File: src/rtl/sha3_pkg.sv
// Shared types and constants for the SHA-3 input padding/absorb stage.
package sha3_pkg;

    typedef logic [63:0] lane_t;
    typedef logic [0:4][0:4][63:0] state_t;

    typedef enum logic [1:0] {
        FILL,
        EMIT,
        PADBLK
    } fsm_t;

    localparam logic [7:0] SHA3_SUFFIX  = 8'h06;
    localparam logic [7:0] SHAKE_SUFFIX = 8'h1F;
    localparam logic [7:0] PAD_END      = 8'h80;

    localparam int RATE_224 = 18;
    localparam int RATE_256 = 17;
    localparam int RATE_384 = 13;
    localparam int RATE_512 = 9;

endpackage

File: src/rtl/sha3_lane_mask.sv
// Keeps the low n bytes of a lane, zeroes the rest, and optionally drops the
// domain suffix into byte n. With n >= 8 the whole lane passes and no suffix fits.
module sha3_lane_mask
    import sha3_pkg::*;
#(
    parameter logic [7:0] DSUFFIX = SHA3_SUFFIX
) (
    input  lane_t      word,
    input  logic [3:0] n,
    input  logic       ins,
    output lane_t      masked
);

    // Per-byte select: message byte below n, suffix at n, zero above.
    always_comb begin
        masked = '0;
        for (int b = 0; b < 8; b++) begin
            if (b < int'(n)) begin
                masked[8*b +: 8] = word[8*b +: 8];
            end else if ((b == int'(n)) && ins) begin
                masked[8*b +: 8] = DSUFFIX;
            end
        end
    end

endmodule

File: src/rtl/sha3_pad_absorb.sv
// Packs 64-bit message words into rate blocks, applies SHA-3 multi-rate
// padding and hands complete 1600-bit blocks to the permutation core.
//
// state  | meaning
// FILL   | accepting message words into the rate buffer
// EMIT   | block presented to the core, held until blk_ready
// PADBLK | building the extra block when the suffix did not fit
module sha3_pad_absorb
    import sha3_pkg::*;
#(
    parameter int         WIDTH      = 64,
    parameter int         RATE_LANES = RATE_256,
    parameter logic [7:0] DSUFFIX    = SHA3_SUFFIX
) (
    input  logic             clk,
    input  logic             rst,
    input  logic [WIDTH-1:0] msg_data,
    input  logic             msg_valid,
    input  logic             msg_last,
    input  logic [3:0]       msg_bytes,
    output logic             msg_ready,
    output state_t           blk_data,
    output logic             blk_valid,
    output logic             blk_last,
    input  logic             blk_ready,
    output logic             busy
);

    localparam int CNT_W = (RATE_LANES > 1) ? $clog2(RATE_LANES) : 1;
    localparam logic [CNT_W-1:0] CNT_MAX = CNT_W'(RATE_LANES - 1);

    fsm_t             state_q, state_d;
    logic [CNT_W-1:0] cnt_q, cnt_d;
    logic             last_q, last_d;
    logic             pad_q, pad_d;
    logic             busy_q, busy_d;
    logic             armed_q;
    lane_t            lanes_q [RATE_LANES];
    lane_t            lanes_d [RATE_LANES];

    lane_t            mask_word, masked;
    logic [3:0]       mask_n;
    logic             mask_ins;

    // PADBLK only needs the suffix at byte 0 of an empty lane.
    always_comb begin
        mask_word = (state_q == PADBLK) ? '0 : msg_data;
        mask_n    = (state_q == PADBLK) ? 4'd0 : (msg_last ? msg_bytes : 4'd8);
        mask_ins  = (state_q == PADBLK) || msg_last;
    end

    sha3_lane_mask #(.DSUFFIX(DSUFFIX)) u_mask (
        .word   (mask_word),
        .n      (mask_n),
        .ins    (mask_ins),
        .masked (masked)
    );

    // State and datapath registers; armed_q keeps msg_ready low through reset.
    always_ff @(posedge clk or posedge rst) begin
        if (rst) begin
            state_q <= FILL;
            cnt_q   <= '0;
            last_q  <= 1'b0;
            pad_q   <= 1'b0;
            busy_q  <= 1'b0;
            armed_q <= 1'b0;
            for (int k = 0; k < RATE_LANES; k++) lanes_q[k] <= '0;
        end else begin
            state_q <= state_d;
            cnt_q   <= cnt_d;
            last_q  <= last_d;
            pad_q   <= pad_d;
            busy_q  <= busy_d;
            armed_q <= 1'b1;
            lanes_q <= lanes_d;
        end
    end

    // Next-state, buffer update and handshake outputs.
    always_comb begin
        state_d   = state_q;
        cnt_d     = cnt_q;
        last_d    = last_q;
        pad_d     = pad_q;
        busy_d    = busy_q;
        lanes_d   = lanes_q;
        msg_ready = 1'b0;
        blk_valid = 1'b0;

        case (state_q)
            FILL: begin
                msg_ready = armed_q;
                if (msg_valid && armed_q) begin
                    busy_d = 1'b1;
                    for (int k = 0; k < RATE_LANES; k++) begin
                        if (k == int'(cnt_q)) lanes_d[k] = masked;
                    end
                    if (!msg_last) begin
                        if (cnt_q == CNT_MAX) begin
                            state_d = EMIT;
                            last_d  = 1'b0;
                        end else begin
                            cnt_d = cnt_q + CNT_W'(1);
                        end
                    end else if ((msg_bytes >= 4'd8) && (cnt_q == CNT_MAX)) begin
                        // Full final word closes the block; suffix goes to a new one.
                        state_d = EMIT;
                        last_d  = 1'b0;
                        pad_d   = 1'b1;
                    end else begin
                        if (msg_bytes >= 4'd8) begin
                            for (int k = 0; k < RATE_LANES; k++) begin
                                if (k == int'(cnt_q) + 1) lanes_d[k][7:0] = lanes_d[k][7:0] ^ DSUFFIX;
                            end
                        end
                        // XOR so the end marker merges with a suffix in the same byte.
                        lanes_d[RATE_LANES-1][63:56] = lanes_d[RATE_LANES-1][63:56] ^ PAD_END;
                        state_d = EMIT;
                        last_d  = 1'b1;
                    end
                end
            end
            EMIT: begin
                blk_valid = 1'b1;
                if (blk_ready) begin
                    for (int k = 0; k < RATE_LANES; k++) lanes_d[k] = '0;
                    cnt_d = '0;
                    if (pad_q) begin
                        state_d = PADBLK;
                    end else begin
                        state_d = FILL;
                        if (last_q) busy_d = 1'b0;
                    end
                end
            end
            PADBLK: begin
                lanes_d[0] = masked;
                lanes_d[RATE_LANES-1][63:56] = lanes_d[RATE_LANES-1][63:56] ^ PAD_END;
                pad_d   = 1'b0;
                last_d  = 1'b1;
                state_d = EMIT;
            end
            default: state_d = FILL;
        endcase
    end

    // Map rate lanes onto the core's [x][y] layout; capacity lanes stay zero.
    always_comb begin
        blk_data = '0;
        for (int k = 0; k < RATE_LANES; k++) blk_data[k % 5][k / 5] = lanes_q[k];
        blk_last = (state_q == EMIT) && last_q;
        busy     = busy_q;
    end

endmodule
File: config.mk
export PLATFORM = sky130hd
export DESIGN_NAME = sha3_pad_absorb
export DESIGN_NICKNAME = d
export VERILOG_FILES = /design/src/rtl/sha3_pkg.sv /design/src/rtl/sha3_lane_mask.sv /design/src/rtl/sha3_pad_absorb.sv
export SDC_FILE = /design/constraint.sdc
export NUM_CORES = 2
export LEC_CHECK = 0
export CELL_PAD_IN_SITES_DETAIL_PLACEMENT = 0
export CELL_PAD_IN_SITES_GLOBAL_PLACEMENT = 1
export CORE_AREA = 2 2 659 661
export DETAILED_ROUTE_END_ITERATION = 10
export DIE_AREA = 0 0 661 663
export PLACE_DENSITY_LB_ADDON = 0.1
export SYNTH_ARGS = -nofsm -noshare
export SYNTH_HDL_FRONTEND = slang
export SYNTH_SLANG_ARGS = --single-unit
export TNS_END_PERCENT = 50
File: constraint.sdc
create_clock -name clk -period 40.6 [get_ports clk]
set_input_delay 4.06 -clock clk [delete_from_list [all_inputs] [get_ports clk]]
set_output_delay 4.06 -clock clk [all_outputs]
set_load 0.03 [all_outputs]
# Word level (Yosys, flattened, before mapping)

Index checks and enable logic that the tools add are counted.

Word-level logic and storage cells: 356
Output and inout port bits: 1604
Bits in registers: 1099
Input bits: 73

Mux-type cells: 171
Add/subtract/negate cells: 2
Magnitude comparators: 9
Reduce and logical (&&, ||, !) cells: 44
Equality and inequality tests: 68
Bitwise gates (word level): 20

Operators with widths:

| kind                                               | count |
|---|---|
| two-way mux 64 bit                                 | 52 |
| two-way mux 1088 bit                               | 2 |
| case mux 960 bit (2 select lines)                  | 1 |
| == test 5 x 32 -> 1 bit (first input constant)     | 8 |
| two-way mux 3 bit                                  | 74 |
| case mux 64 bit (3 select lines)                   | 1 |
| == test 4 x 32 -> 1 bit (first input constant)     | 4 |
| case mux 56 bit (2 select lines)                   | 1 |
| AND reduction 4 bit                                | 19 |
| == test 3 x 32 -> 1 bit (first input constant)     | 2 |
| two-way mux 8 bit                                  | 8 |
| inequality test 2 bit (second input constant)      | 25 |
| == test 5 bit (first input constant)               | 9 |
| inverter 2 bit                                     | 17 |
| == test 2 x 32 -> 1 bit (first input constant)     | 1 |
| logical NOT 32 bit                                 | 1 |
| case mux 8 bit (3 select lines)                    | 1 |
| two-way mux 11 bit                                 | 2 |
| == test 4 x 5 -> 1 bit (first input constant)      | 4 |
| two-way mux 5 bit                                  | 4 |
| == test 4 bit (first input constant)               | 4 |
| < comparator 3 x 4 -> 1 bit (first input constant) | 4 |
| two-way mux 1 bit                                  | 13 |
| AND reduction 3 bit                                | 4 |
| 28 further kinds                                   | 53 |

# Depth between registers and ports, before layout

Depth in word-level cells: 16
Gate-level depth with buffers: 11
Mapped depth without buffers: 8

# Modules after synthesis

A second synthesis with hierarchy kept.

Cell total of the unflattened synthesis: 4602
Area total of the unflattened synthesis: 47202.8 um^2

By module, submodules not included:

| module          | cells an instance | seq. area each (um^2) | area an instance (um^2) | times used |
|---|---|---|---|---|
| sha3_pad_absorb | 4494              | 27501.4               | 46489.6                 | 1 |
| sha3_lane_mask  | 108               | 0.0                   | 713.2                   | 1 |

# Worst setup path after synthesis

No wires, ideal clock.

Path type: register to output
From: reg state_q[1]
To: out blk_last
Setup slack: 34872 ps
Path buffers: 2
Stages on the path, launching flop included: 6
Data arrival time: 1668 ps
Required time: 36540 ps
Cells stage by stage: dfrtp_1 -> inv_1 -> ha_1 -> clkbuf_1 -> clkbuf_1 -> and2_1

Word-level cells in the longest chain between the ends: 2

Ends and longest elaborated chain:

| what                     | RTL line               | RTL |
|---|---|---|
| start: declaration       | sha3_pad_absorb.sv:32  | `fsm_t state_q, state_d;` |
| start signal: assignment | sha3_pad_absorb.sv:70  | `state_q <= state_d;` |
| == test 2 x 1 -> 1 bit   | sha3_pad_absorb.sv:152 | `blk_last = (state_q == EMIT) && last_q;` |
| logical AND 1 bit        | sha3_pad_absorb.sv:152 |  |
| end: declaration         | sha3_pad_absorb.sv:24  | `output logic blk_last,` |

Every way passes these cells.

==> run metrics <==
Register Area 0.0275 mm2; # port buffers 1,164; Final Critical Period 7.51 ns; WS Path Type input pin to async pin; CP bufs+invs 6; Setup crit start kind input pin; final worst slack 33.09 ns; antenna violations before repair 37; Multi-input gate area 0.0152 mm2; pin count of the biggest net entering global routing 128; Chip Height 663 um; Ports 1,677; Final Cycle Share 18.5%; Worst R2R End blk_data[535]; Yosys cell types 70; unrepaired setup endpoints after global routing false; Critical Path End Type async pin; Post-DRT Antenna Nets 0; htree depth 4; Levels on crit path 6; flop2flop setup slack 36.34 ns; post-synth design cell area 0.0461 mm2; Slew Viols, Final 0; total congestion overflow 0; vias 35,688; FMAX 133 MHz; Yosys reg bits 1,099; status completed; highest-delay cell along the critical path buf_4; die area 0.438 mm2; share of the synthesized area in the top cell type 59.7%; max cap viols 0; Core ar. 0.432 mm2; dpl cell area 0.0626 mm2; CP required 41.42 ns; Pleak 28.6 nW; CP Cell Sequence clkdlybuf4s50_1 -> inv_8 -> buf_12 -> buf_4 -> buf_12 -> buf_4; vias per cell 3.31; Worst slew margin 19.4%; # resized after CTS 0; post-layout util 15.7%; Fillers 47,924; layout cells sized above 1 9.74%; nets 4,994; TritonRoute pass-1 iters 5; clk sink count 1,099; Post-CTS Setup Bufs 0; commonest non-fill, non-tap cell in the layout clkdlybuf4s50_1; fin area 0.0680 mm2; post-DP HPWL 226,000 um; Worst Reg-to-Reg Cells 8; initial drt markers 2,553; VDD IR max 29.3 uV; initial core utilization 10.7%; Mapped Cells 3,820; DRC Markers 0; worst slack at placement 32.00 ns; delay-heaviest family, CP buffers and inverters; Synth async-reset ratio 100%; GPL Wtd Cong 0.707; Final Skew 0.0440 ns; cts hold-fix bufs 0; final hold vios 0; Area Growth Syn to Fin 47.6%; Hold WS 0.471 ns; hold crit path type flop to flop; setup_tns 0 ns; Clk pin slew, worst setup/hold paths 0.05 ns; Final setup viols 0; worst setup path end blk_data[1393]; area leader, netlist dfrtp_1; Critical Path Max Stage Delay 0.89 ns; die width 661 um; global-route wire length before repair 406,000 um; Worst Setup SP rst; top area cells in the synthesized netlist dfrtp_1 (60%), a22o_1 (15%), buf_4 (8.5%); Total GRT Usage 14.1%; Reg2Reg Launch Point cnt_q[0]; synthesized area per cell 12.1 um2; Ys Warns 0; Power Dens Cells 56.1 mW/mm2; Root Buffer clkbuf_16; CP arrival 8.32 ns; number of global-route vias before repair 35,706; Crit Path Max Fanout 127; Rows 242; CTS tree done; worst-margin pin slew 1.21 ns; clock buffer depth 4; Clock Latency Late Sink 0.85 ns; Seq/Total Area, Yosys 59.7%; detailed-route wire length per cell 29.7 um; Top FF cell, synth dfrtp_1; most frequent cells in the layout clkdlybuf4s50_1 (1,164), dfrtp_1 (1,099), a22o_1 (772); final WL 320,000 um; Inserted Clock Buffers 163; Post-synth EDFFs 0
-- layer usage --
metal | up-vias | track usage [%] | routed length (um)
li1 | 15046 | - | -
met4 | 4 | 4.84 | 11700
met3 | 337 | 3.94 | 22500
met5 | - | 0 | 31
met2 | 1511 | 23.7 | 154000
met1 | 18790 | 17.1 | 131000
-- per-stage QoR --
stage | std cells | total power, mW
after floorplan | 4331 | 1.80
after global placement | 10480 | 2.42
after detailed placement | 10481 | 2.42
after CTS | 10767 | 3.95
after global routing | 10768 | 4.00
final | 10780 | 3.82
-- worst min path at each step --
stage / to / slack [ns] / depth (start not counted) / start
after floorplan: last_q / 0.53 / 1 / last_q
after global placement: blk_data[639] / 0.46 / 2 / blk_data[639]
after detailed placement: blk_data[1148] / 0.47 / 2 / blk_data[1148]
after CTS: blk_data[1148] / 0.48 / 2 / blk_data[1148]
after global routing: blk_data[1546] / 0.50 / 1 / blk_data[1546]
final: blk_data[1436] / 0.47 / 2 / blk_data[1436]
-- worst register-to-register path, stage by stage (launching register included) --
cell and delay, ns:
dfrtp_1 0.46, inv_1 0.12, ha_1 0.54, nand2b_1 0.54, nor2_1 0.88, a21oi_4 0.10
buf_4 0.30, buf_4 0.49, a22o_1 0.69
-- power breakdown --
group	internal [mW]	total, mW	switching, mW
Clock	0.862	1.47	0.611
Sequential	1.17	1.21	0.0471
Combinational	0.238	1.13	0.892
-- synth_stat cells, drive strengths merged, types with 7 or more instances --
cell type	number
dfrtp	1099
a22o	772
buf	760
nand2	350
o31ai	174
o21ai	120
clkbuf	118
a21oi	51
nor2	48
and2	42
nand3	31
or3	27
inv	21
o2bb2ai	21
nand4	19
mux2i	16
nor3	15
nand2b	14
ha	9
a221o	8
o22ai	8
a31oi	7
-- sequential cells by signal (all words and copies together), names as in the netlist --
register,cells
cnt_q,5
pad_q,1
state_q,2
last_q,1
blk_data,1088
armed_q,1
busy,1
-- final cells by class --
type                    instances  share of cell area, %
multi-input cells            2333                   22.3
clock inverters                38                  0.788
well taps                    5734                   10.6
clock buffers                 248                   7.06
diodes                         13                 0.0479
inverters                      21                  0.127
repair buffers               1294                   18.6
flip-flops and latches       1099                   40.5
-- cell families after synthesis --
| family | Yosys count | share of synthesized area, % |
|---|---|---|
| adder cells (fa/ha/maj) | 9 | 0.244 |
| buffers and inverters | 899 | 12.2 |
| XOR/XNOR | 9 | 0.171 |
| AO/OA/AOI/OAI | 1208 | 21.4 |
| flip-flops | 1099 | 59.7 |
| other | 2 | 0.0163 |
| AND/OR/NAND/NOR | 578 | 5.85 |
| multiplexers | 16 | 0.348 |
Power figures use the tool's default switching activity.
